**src/rtl/pipe_ctrl_pkg.sv**
```systemverilog
// Shared types and constants for the pipeline controller: FSM state enum,
// default limits and the canned stage-control rows used by the priority mux.
package pipe_ctrl_pkg;

  typedef enum logic [1:0] {
    ST_RUN      = 2'd0,
    ST_MEM_WAIT = 2'd1,
    ST_ERR      = 2'd2
  } ctrl_state_e;

  localparam int WAIT_LIMIT_DEF = 16;
  localparam int CNT_W_DEF      = 16;

  typedef struct packed {
    logic pc_en;
    logic ifid_en;
    logic idex_en;
    logic exmem_en;
    logic ifid_flush;
    logic idex_flush;
    logic memwb_flush;
  } stage_ctrl_t;

  // One row per priority level; the top picks exactly one of these per cycle.
  localparam stage_ctrl_t CTRL_HALT     = '{1'b0, 1'b0, 1'b0, 1'b0, 1'b0, 1'b0, 1'b0};
  localparam stage_ctrl_t CTRL_MEMSTALL = '{1'b0, 1'b0, 1'b0, 1'b0, 1'b0, 1'b0, 1'b1};
  localparam stage_ctrl_t CTRL_BRANCH   = '{1'b1, 1'b1, 1'b1, 1'b1, 1'b1, 1'b1, 1'b0};
  localparam stage_ctrl_t CTRL_LOADUSE  = '{1'b0, 1'b0, 1'b1, 1'b1, 1'b0, 1'b1, 1'b0};
  localparam stage_ctrl_t CTRL_JUMP     = '{1'b1, 1'b1, 1'b1, 1'b1, 1'b1, 1'b0, 1'b0};
  localparam stage_ctrl_t CTRL_NORMAL   = '{1'b1, 1'b1, 1'b1, 1'b1, 1'b0, 1'b0, 1'b0};

endpackage

```
**src/rtl/sat_counter.sv**
```systemverilog
// Saturating up-counter: counts cycles with inc high and sticks at all-ones.
module sat_counter #(
  parameter int W = 16
) (
  input  logic         clk,
  input  logic         rst,
  input  logic         inc,
  output logic [W-1:0] count
);

  logic [W-1:0] count_q, count_d;

  always_comb begin
    count_d = count_q;
    if (inc && (count_q != {W{1'b1}}))
      count_d = count_q + W'(1);
  end

  always_ff @(posedge clk) begin
    if (rst) count_q <= '0;
    else     count_q <= count_d;
  end

  assign count = count_q;

endmodule

```
**src/rtl/pipe_ctrl.sv**
```systemverilog
// Pipeline hazard/stall controller: memory-wait FSM with timeout, load-use
// detection, prioritised stage enables/flushes and stall performance counters.
module pipe_ctrl
  import pipe_ctrl_pkg::*;
#(
  parameter int WAIT_LIMIT = WAIT_LIMIT_DEF,
  parameter int CNT_W      = CNT_W_DEF
) (
  input  logic             clk,
  input  logic             rst,
  input  logic [4:0]       id_rs,
  input  logic [4:0]       id_rt,
  input  logic             id_uses_rs,
  input  logic             id_uses_rt,
  input  logic             id_jump,
  input  logic [4:0]       ex_rd,
  input  logic             ex_memread,
  input  logic             ex_branch_taken,
  input  logic             mem_memread,
  input  logic             mem_memwrite,
  input  logic             dmem_ack,
  output logic             dmem_req,
  output logic             pc_en,
  output logic             ifid_en,
  output logic             idex_en,
  output logic             exmem_en,
  output logic             ifid_flush,
  output logic             idex_flush,
  output logic             memwb_flush,
  output logic             err,
  output logic [CNT_W-1:0] lu_stalls,
  output logic [CNT_W-1:0] mem_stalls
);

  localparam int WCNT_W = $clog2(WAIT_LIMIT + 1);

  ctrl_state_e       state_q, state_d, cur_state;
  logic [WCNT_W-1:0] wait_cnt_q, wait_cnt_d;
  logic              mem_acc, in_err, memstall, loaduse, lu_sel;
  stage_ctrl_t       ctrl;

  // Reset is synchronous, so during the reset cycle the outputs behave as RUN.
  assign cur_state = rst ? ST_RUN : state_q;
  assign in_err    = (cur_state == ST_ERR);
  assign mem_acc   = mem_memread | mem_memwrite;
  assign dmem_req  = mem_acc & ~in_err;
  assign memstall  = mem_acc & ~dmem_ack & ~in_err;
  assign loaduse   = ex_memread & (ex_rd != 5'd0) &
                     ((id_uses_rs & (ex_rd == id_rs)) | (id_uses_rt & (ex_rd == id_rt)));

  always_comb begin
    state_d    = state_q;
    wait_cnt_d = wait_cnt_q;
    case (state_q)
      ST_RUN: begin
        if (memstall) begin
          state_d    = ST_MEM_WAIT;
          wait_cnt_d = WCNT_W'(1);
        end
      end
      ST_MEM_WAIT: begin
        if (dmem_ack) begin
          state_d    = ST_RUN;
          wait_cnt_d = '0;
        end else if (wait_cnt_q == WCNT_W'(WAIT_LIMIT)) begin
          state_d = ST_ERR;
        end else begin
          wait_cnt_d = wait_cnt_q + WCNT_W'(1);
        end
      end
      ST_ERR: begin
      end
      default: begin
        state_d    = ST_RUN;
        wait_cnt_d = '0;
      end
    endcase
  end

  always_ff @(posedge clk) begin
    if (rst) begin
      state_q    <= ST_RUN;
      wait_cnt_q <= '0;
    end else begin
      state_q    <= state_d;
      wait_cnt_q <= wait_cnt_d;
    end
  end

  // A taken branch squashes the ID instruction, so a coincident load-use is moot.
  always_comb begin
    ctrl   = CTRL_NORMAL;
    lu_sel = 1'b0;
    if (in_err) begin
      ctrl = CTRL_HALT;
    end else if (memstall) begin
      ctrl = CTRL_MEMSTALL;
    end else if (ex_branch_taken) begin
      ctrl = CTRL_BRANCH;
    end else if (loaduse) begin
      ctrl   = CTRL_LOADUSE;
      lu_sel = 1'b1;
    end else if (id_jump) begin
      ctrl = CTRL_JUMP;
    end
  end

  assign pc_en       = ctrl.pc_en;
  assign ifid_en     = ctrl.ifid_en;
  assign idex_en     = ctrl.idex_en;
  assign exmem_en    = ctrl.exmem_en;
  assign ifid_flush  = ctrl.ifid_flush;
  assign idex_flush  = ctrl.idex_flush;
  assign memwb_flush = ctrl.memwb_flush;
  assign err         = in_err;

  sat_counter #(.W(CNT_W)) u_lu_cnt (
    .clk   (clk),
    .rst   (rst),
    .inc   (lu_sel),
    .count (lu_stalls)
  );

  sat_counter #(.W(CNT_W)) u_mem_cnt (
    .clk   (clk),
    .rst   (rst),
    .inc   (memstall),
    .count (mem_stalls)
  );

endmodule

```
**config.mk**
```make
export PLATFORM = sky130hd
export DESIGN_NAME = pipe_ctrl
export DESIGN_NICKNAME = d
export VERILOG_FILES = /design/src/rtl/pipe_ctrl_pkg.sv /design/src/rtl/sat_counter.sv /design/src/rtl/pipe_ctrl.sv
export SDC_FILE = /design/constraint.sdc
export NUM_CORES = 1
export LEC_CHECK = 0
export ABC_CLOCK_PERIOD_IN_PS = 2800
export BUFFER_PORTS_ARGS = -buffer_cell sky130_fd_sc_hd__buf_4
export CAP_MARGIN = 20
export CORE_UTILIZATION = 50
export DETAILED_ROUTE_END_ITERATION = 8
export PLACE_DENSITY = 0.85
export REMOVE_ABC_BUFFERS = 1
export SETUP_SLACK_MARGIN = 0.2
export SLEW_MARGIN = 20
export SYNTH_ARGS = -nofsm -noshare
export SYNTH_HDL_FRONTEND = slang
export SYNTH_SLANG_ARGS = --single-unit
export TNS_END_PERCENT = 1
```
**constraint.sdc**
```tcl
create_clock -name clk -period 2.8 [get_ports clk]
set_input_delay 0.56 -clock clk [delete_from_list [all_inputs] [get_ports clk]]
set_output_delay 0.56 -clock clk [all_outputs]
set_load 0.01 [all_outputs]
```
==> results of run 1 <==
-- stage by stage --
step	setup WS, ns	utilization	hold slack (ns)
final	0.298	0.708	0.506
after global routing	0.192	0.708	0.561
after CTS	0.238	0.708	0.506
after detailed placement	0.250	0.687	0.495
after global placement	0.340	0.687	0.481
after floorplan	0.274	-	0.479
-- area by class of cell --
| cell class | instances | area (sq um) | area share |
|---|---|---|---|
| clock buffers | 7 | 76.3 | 0.0284 |
| clock inverters | 1 | 5.00 | 0.00186 |
| inverters | 9 | 33.8 | 0.0126 |
| multi-input cells | 192 | 1210 | 0.449 |
| flip-flops and latches | 39 | 781 | 0.290 |
| well taps | 48 | 60.1 | 0.0223 |
| repair buffers | 70 | 526 | 0.195 |
-- state kept, by name (all words and copies together), names as in the netlist --
signal and count:
u_lu_cnt.count 16, wait_cnt_q 5, u_mem_cnt.count 16, state_q 2
-- metal layers --
layer	global-route usage	up-vias	part of all wire
met5	0	-	0
met2	0.412	72	0.47
met4	0.0957	0	0.012
met3	0.0552	6	0.082
li1	-	999	-
met1	0.263	900	0.44
-- cell families (layout without fill, tap and decap cells) --
| group | Yosys count | count (layout) |
|---|---|---|
| compound gates | 37 | 37 |
| mux | 3 | 3 |
| fa+ha+maj | 4 | 4 |
| buf+inv | 15 | 87 |
| simple gates | 115 | 115 |
| xor+xnor | 33 | 33 |
| flops | 39 | 39 |
-- worst reg2reg max path: stages, from the launching register on --
cell	delay (ns)
dfxtp_1	0.35
ha_1	0.23
and3_1	0.20
nor2b_1	0.17
a311oi_4	0.36
nand2_4	0.14
nor4_1	0.31
mux2_1	0.35
-- worst max-delay path by stage --
stage	startpoint	endpoint	slack, ns
6_report	ex_rd[1]	ifid_flush	0.30
5_1_grt	ex_rd[1]	ifid_flush	0.19
4_1_cts	ex_rd[1]	ifid_en	0.24
3_5_place_dp	ex_rd[1]	ifid_en	0.25
3_3_place_gp	ex_rd[1]	ifid_en	0.34
2_1_floorplan	ex_rd[1]	ifid_en	0.27
-- synthesized netlist by cell type (5+ instances only) --
master	instances
nor2_1	42
dfxtp_1	39
xnor2_1	19
nand2_1	14
xor2_1	14
nand3_1	12
a21oi_1	11
nand4_1	10
inv_1	9
and3_1	7
o21ai_0	7
or3_1	7
nor2b_1	5
-- power by group through the flow --
stage | Clock, mW | Sequential, mW | Combinational (mW)
2_1_floorplan | 0 | 0.585 | 0.0733
3_3_place_gp | 0 | 0.585 | 0.150
3_5_place_dp | 0 | 0.585 | 0.152
4_1_cts | 0.387 | 0.572 | 0.153
5_1_grt | 0.410 | 0.574 | 0.167
6_report | 0.372 | 0.572 | 0.152
-- timing repair --
item / in CTS / in global routing
resized for setup: 0 / 1
setup endpoints to repair: 0 / 3
hold buffers: 0 / 0
==> run_results.csv, run 1 <==
group,metric,value,unit
run_status,status,"completed",
synth,ys.warnings.count,0,
sta,hold_viol,0,
floorplan,rows,22,
power,finalPower,1.10,mW
power,p_leak,1.10,nW
grt,antenna_found_initial,0,
clock_network,numCtsBuffers,5,
clock_network,cts_tree,"yes",
floorplan,dieWidth,66.1,um
worst_setup_path,reg2reg_slack,0.59,ns
power,ir_worst_vdd,0.327,mV
route,drcViolationCount,0,
route,antenna_left,0,
clock_network,clockRootBuffer,"clkbuf_8",
run,maxCapViolCount,0,
worst_setup_path,cp.arrival,1.94,ns
route,routedWlPerCell,12.8,um
worst_setup_path,cp_common_cell,"buf_4",
clock_network,cts_sinks,39,
power,power_frac_clock,0.339,
synth,synth-compound-area-share,0.122,
sta,setup_viol,0,
finish,n_fill_cell,329,
finish,nNetsFinal,346,
placement,dp_hpwl,3540,um
placement,place.gp.congestion,0.819,
floorplan,core-area,3800,sq um
worst_setup_path,path_max_fanout,5,
worst_setup_path,r2r-end,"u_lu_cnt.count[11]$_SDFFE_PP0P_",
grt,grt_pass1_vias,1811,
placement,place_area,2610,sq um
placement,dpl.cell_count,358,
power,switchingPower,279,uW
grt,grt_start_max_net_pins,39,
min_path,hold_path_end,"u_lu_cnt.count[15]$_SDFFE_PP0P_",
floorplan,start_util,0.541,
sta,max_freq,400,MHz
worst_setup_path,path_depth,7,
power,power_density,407,nW/um^2
placement,place.port_buffers,65,
worst_setup_path,startpoint_type,"primary input",
synth,synth.mux.area_fraction,0.0152,
synth,synthArstFlopShare,0,
synth,synth_top_area_frac,0.380,
synth,synthXorXnorAreaFrac,0.141,
grt,grt_pass1_wl,7740,um
synth,netlist_instances,246,
floorplan,dieArea,4370,sq um
synth,synth-seq-area-share,0.380,
worst_setup_path,slowest_stage,"or4_1",
finish,final_cell_area,2690,sq um
worst_setup_path,r2r_start,"u_lu_cnt.count[0]$_SDFFE_PP0P_",
floorplan,ioPinCount,66,
power,p_comb_frac,0.139,
clock_network,htree_levels,2,
clock_network,clock_path_buffers,2,
worst_setup_path,path_cells,"buf_4, or4_1, o21ai_1, nor2b_1, nand2b_1, a21boi_1, buf_4",
floorplan,die_y,66.1,um
clock_network,cts_setup_buffers,0,
min_path,holdCritPathClass,"reg -> reg",
finish,antennaDiodeCount,0,
worst_setup_path,crit_required,2.24,ns
finish,mostFrequentLayoutCells,"70 x buf_4, 42 x nor2_1, 39 x dfxtp_1",
synth,ys_ff_latch,39,
worst_setup_path,critPathKind,"in -> out",
sta,skew,0.00280,ns
sta,fin_crit,2.50,ns
finish,final_common_cell,"buf_4",
min_path,hold_depth,2,
synth,synth_area_per_cell,8.35,sq um
synth,synth_area_leaders,"dfxtp_1 38%, xnor2_1 8.1%, nor2_1 7.7%",
synth,synth-simple-area-share,0.286,
route,vias,1977,
sta,drv_slew,0,
finish,stdcell_count,366,
synth,synth-main-ff-cell,"dfxtp_1",
worst_setup_path,slowest_delay,0.53,ns
power,switching_share,0.255,
synth,synth_edf_count,0,
worst_setup_path,worstRegToRegCells,7,
route,drt_iter0_markers,131,
sta,post-route-period-util,0.893,
sta,finalSetupTns,0,ns
route,avgViaCountPerCell,5.40,
finish,drive_above_1_share,0.258,
route,dr.pass1.iters,4,
synth,post-synth-top-area-cell,"dfxtp_1",
clock_network,insertion_delay,0.29,ns
worst_setup_path,critical_path_buf_inv_count,2,
synth,synth-adder-area-share,0.0244,
grt,grt_overflow,0,
synth,synth_top_family_by_area,"simple AND/OR/NAND/NOR gates",
worst_setup_path,crit_family,"simple AND/OR/NAND/NOR gates",
power,power_frac_seq,0.522,
power,p_int,817,uW
clock_network,path_clk_slew,0.07,ns
sta,slew_headroom,0.613,
grt,track_usage,0.232,
finish,syn_to_final_growth,31.0,%
sta,rsz0062_at_grt,"true",
synth,synth_area,2050,sq um
min_path,holdCritStartpoint,"u_lu_cnt.count[15]$_SDFFE_PP0P_",
worst_setup_path,cp-end-kind,"output port",
route,finalWirelength,4680,um
synth,synth_cell_types,45,
sta,worst-slew-pin-transition,0.576,ns
No activity file was read; power rests on OpenSTA's default activity.
==> run 2, diff against run 1 <==
CTS_BUF_LIST = sky130_fd_sc_hd__clkbuf_4 sky130_fd_sc_hd__clkbuf_8   (was default)
==> run_results.csv, run 2 (same netlist as run 1, synthesis figures left out) <==
group,metric,value,unit
worst_setup_path,path_max_fanout,5,
grt,grt_start_max_net_pins,39,
grt,grt_pass1_wl,7720,um
power,finalPower,1.12,mW
run,maxCapViolCount,0,
route,avgViaCountPerCell,5.39,
clock_network,insertion_delay,0.29,ns
finish,antennaDiodeCount,0,
sta,post-route-period-util,0.893,
grt,track_usage,0.231,
sta,setup_viol,0,
grt,grt-busiest-layer,"met2",
power,ir_worst_vdd,0.329,mV
grt,grt_pass1_vias,1814,
placement,place_area,2610,sq um
sta,hold_viol,0,
placement,place.port_buffers,65,
floorplan,die_y,66.1,um
clock_network,cts_setup_buffers,0,
worst_setup_path,cp-end-kind,"output port",
sta,max_freq,400,MHz
finish,final_common_cell,"buf_4",
clock_network,clock_path_buffers,2,
floorplan,start_util,0.541,
route,drt_iter0_markers,127,
sta,rsz0062_at_grt,"true",
route,drcViolationCount,0,
route,antenna_left,0,
sta,finalSetupTns,0,ns
finish,nNetsFinal,346,
route,vias,1974,
grt,met1_usage,0.259,
clock_network,numCtsBuffers,5,
sta,drv_slew,0,
sta,skew,0.00236,ns
clock_network,htree_levels,2,
grt,antenna_found_initial,0,
route,dr.pass1.iters,4,
floorplan,dieWidth,66.1,um
floorplan,core-area,3800,sq um
finish,syn_to_final_growth,31.4,%
grt,met2_usage,0.415,
finish,drive_above_1_share,0.264,
clock_network,cts_tree,"yes",
grt,grt_overflow,0,
run_status,status,"completed",
placement,place.gp.congestion,0.819,
worst_setup_path,critPathKind,"in -> out",
sta,worst-slew-pin-transition,0.600,ns
route,routedWlPerCell,12.8,um
worst_setup_path,cp.arrival,1.94,ns
min_path,holdCritPathClass,"reg -> reg",
sta,fin_crit,2.50,ns
worst_setup_path,crit_required,2.24,ns
floorplan,rows,22,
finish,mostFrequentLayoutCells,"70 x buf_4, 42 x nor2_1, 39 x dfxtp_1",
route,finalWirelength,4680,um
power,p_leak,1.11,nW
grt,grt_use_met3,0.0552,
worst_setup_path,startpoint_type,"primary input",
clock_network,cts_sinks,39,
placement,dp_hpwl,3540,um
floorplan,dieArea,4370,sq um
clock_network,clockRootBuffer,"clkbuf_8",
finish,final_cell_area,2700,sq um
sta,slew_headroom,0.597,
floorplan,ioPinCount,66,
clock_network,path_clk_slew,0.07,ns
power,power_density,413,nW/um^2
-- run 2: cell counts in the layout (fill, tap and decap cells not counted) --
No cell type changed its count.
-- run 2: through the flow --
step           worst slack [ns]  utilization  instances  hold slack (ns)
3_5_place_dp              0.250        0.687        358            0.495
2_1_floorplan             0.274            -        240            0.479
3_3_place_gp              0.340        0.687        358            0.481
4_1_cts                   0.238        0.710        366            0.505
6_report                  0.298        0.710        366            0.506
5_1_grt                   0.192        0.710        366            0.561
-- run 2: report_power, final --
group	total [mW]	internal, mW	switching (mW)
clock network	0.391	0.194	0.197
logic	0.152	0.0791	0.0732
registers	0.572	0.563	0.00924
-- run 2: area by class of cell --
| class | count | area (sq um) |
|---|---|---|
| Multi-Input combinational cell | 192 | 1210 |
| Clock inverter | 1 | 5.00 |
| Timing Repair Buffer | 70 | 526 |
| Fill cell | 327 | 1100 |
| Sequential cell | 39 | 781 |
| Clock buffer | 7 | 83.8 |
| Tap cell | 48 | 60.1 |
| Inverter | 9 | 33.8 |
-- run 2: final timing paths --
check	slack (ns)	startpoint	end	depth (start not counted)
setup reg to reg	0.59	u_lu_cnt.count[0]$_SDFFE_PP0P_	u_lu_cnt.count[11]$_SDFFE_PP0P_	7
hold / removal	0.51	u_lu_cnt.count[15]$_SDFFE_PP0P_	u_lu_cnt.count[15]$_SDFFE_PP0P_	2
hold reg to reg	0.51	u_lu_cnt.count[15]$_SDFFE_PP0P_	u_lu_cnt.count[15]$_SDFFE_PP0P_	2
setup / recovery	0.30	ex_rd[1]	ifid_flush	7
-- run 2: timing repair --
item,4_1_cts,5_1_grt
hold buffers,0,0
gates resized for setup,0,1
hold endpoints to repair,0,0
setup endpoints to repair,0,3
-- run 2: worst max-delay path, cell delays in order --
cell      delay, ns
buf_4          0.12
or4_1          0.53
o21ai_1        0.18
nor2b_1        0.12
nand2b_1       0.16
a21boi_1       0.13
buf_4          0.13
-- run 2: metal layers --
layer | wire [um] | up-vias | part of all wire
met1 | 2050 | 897 | 0.44
met3 | 380 | 7 | 0.081
met2 | 2180 | 72 | 0.47
met5 | 0 | - | 0
li1 | - | 998 | -
met4 | 73 | 0 | 0.016
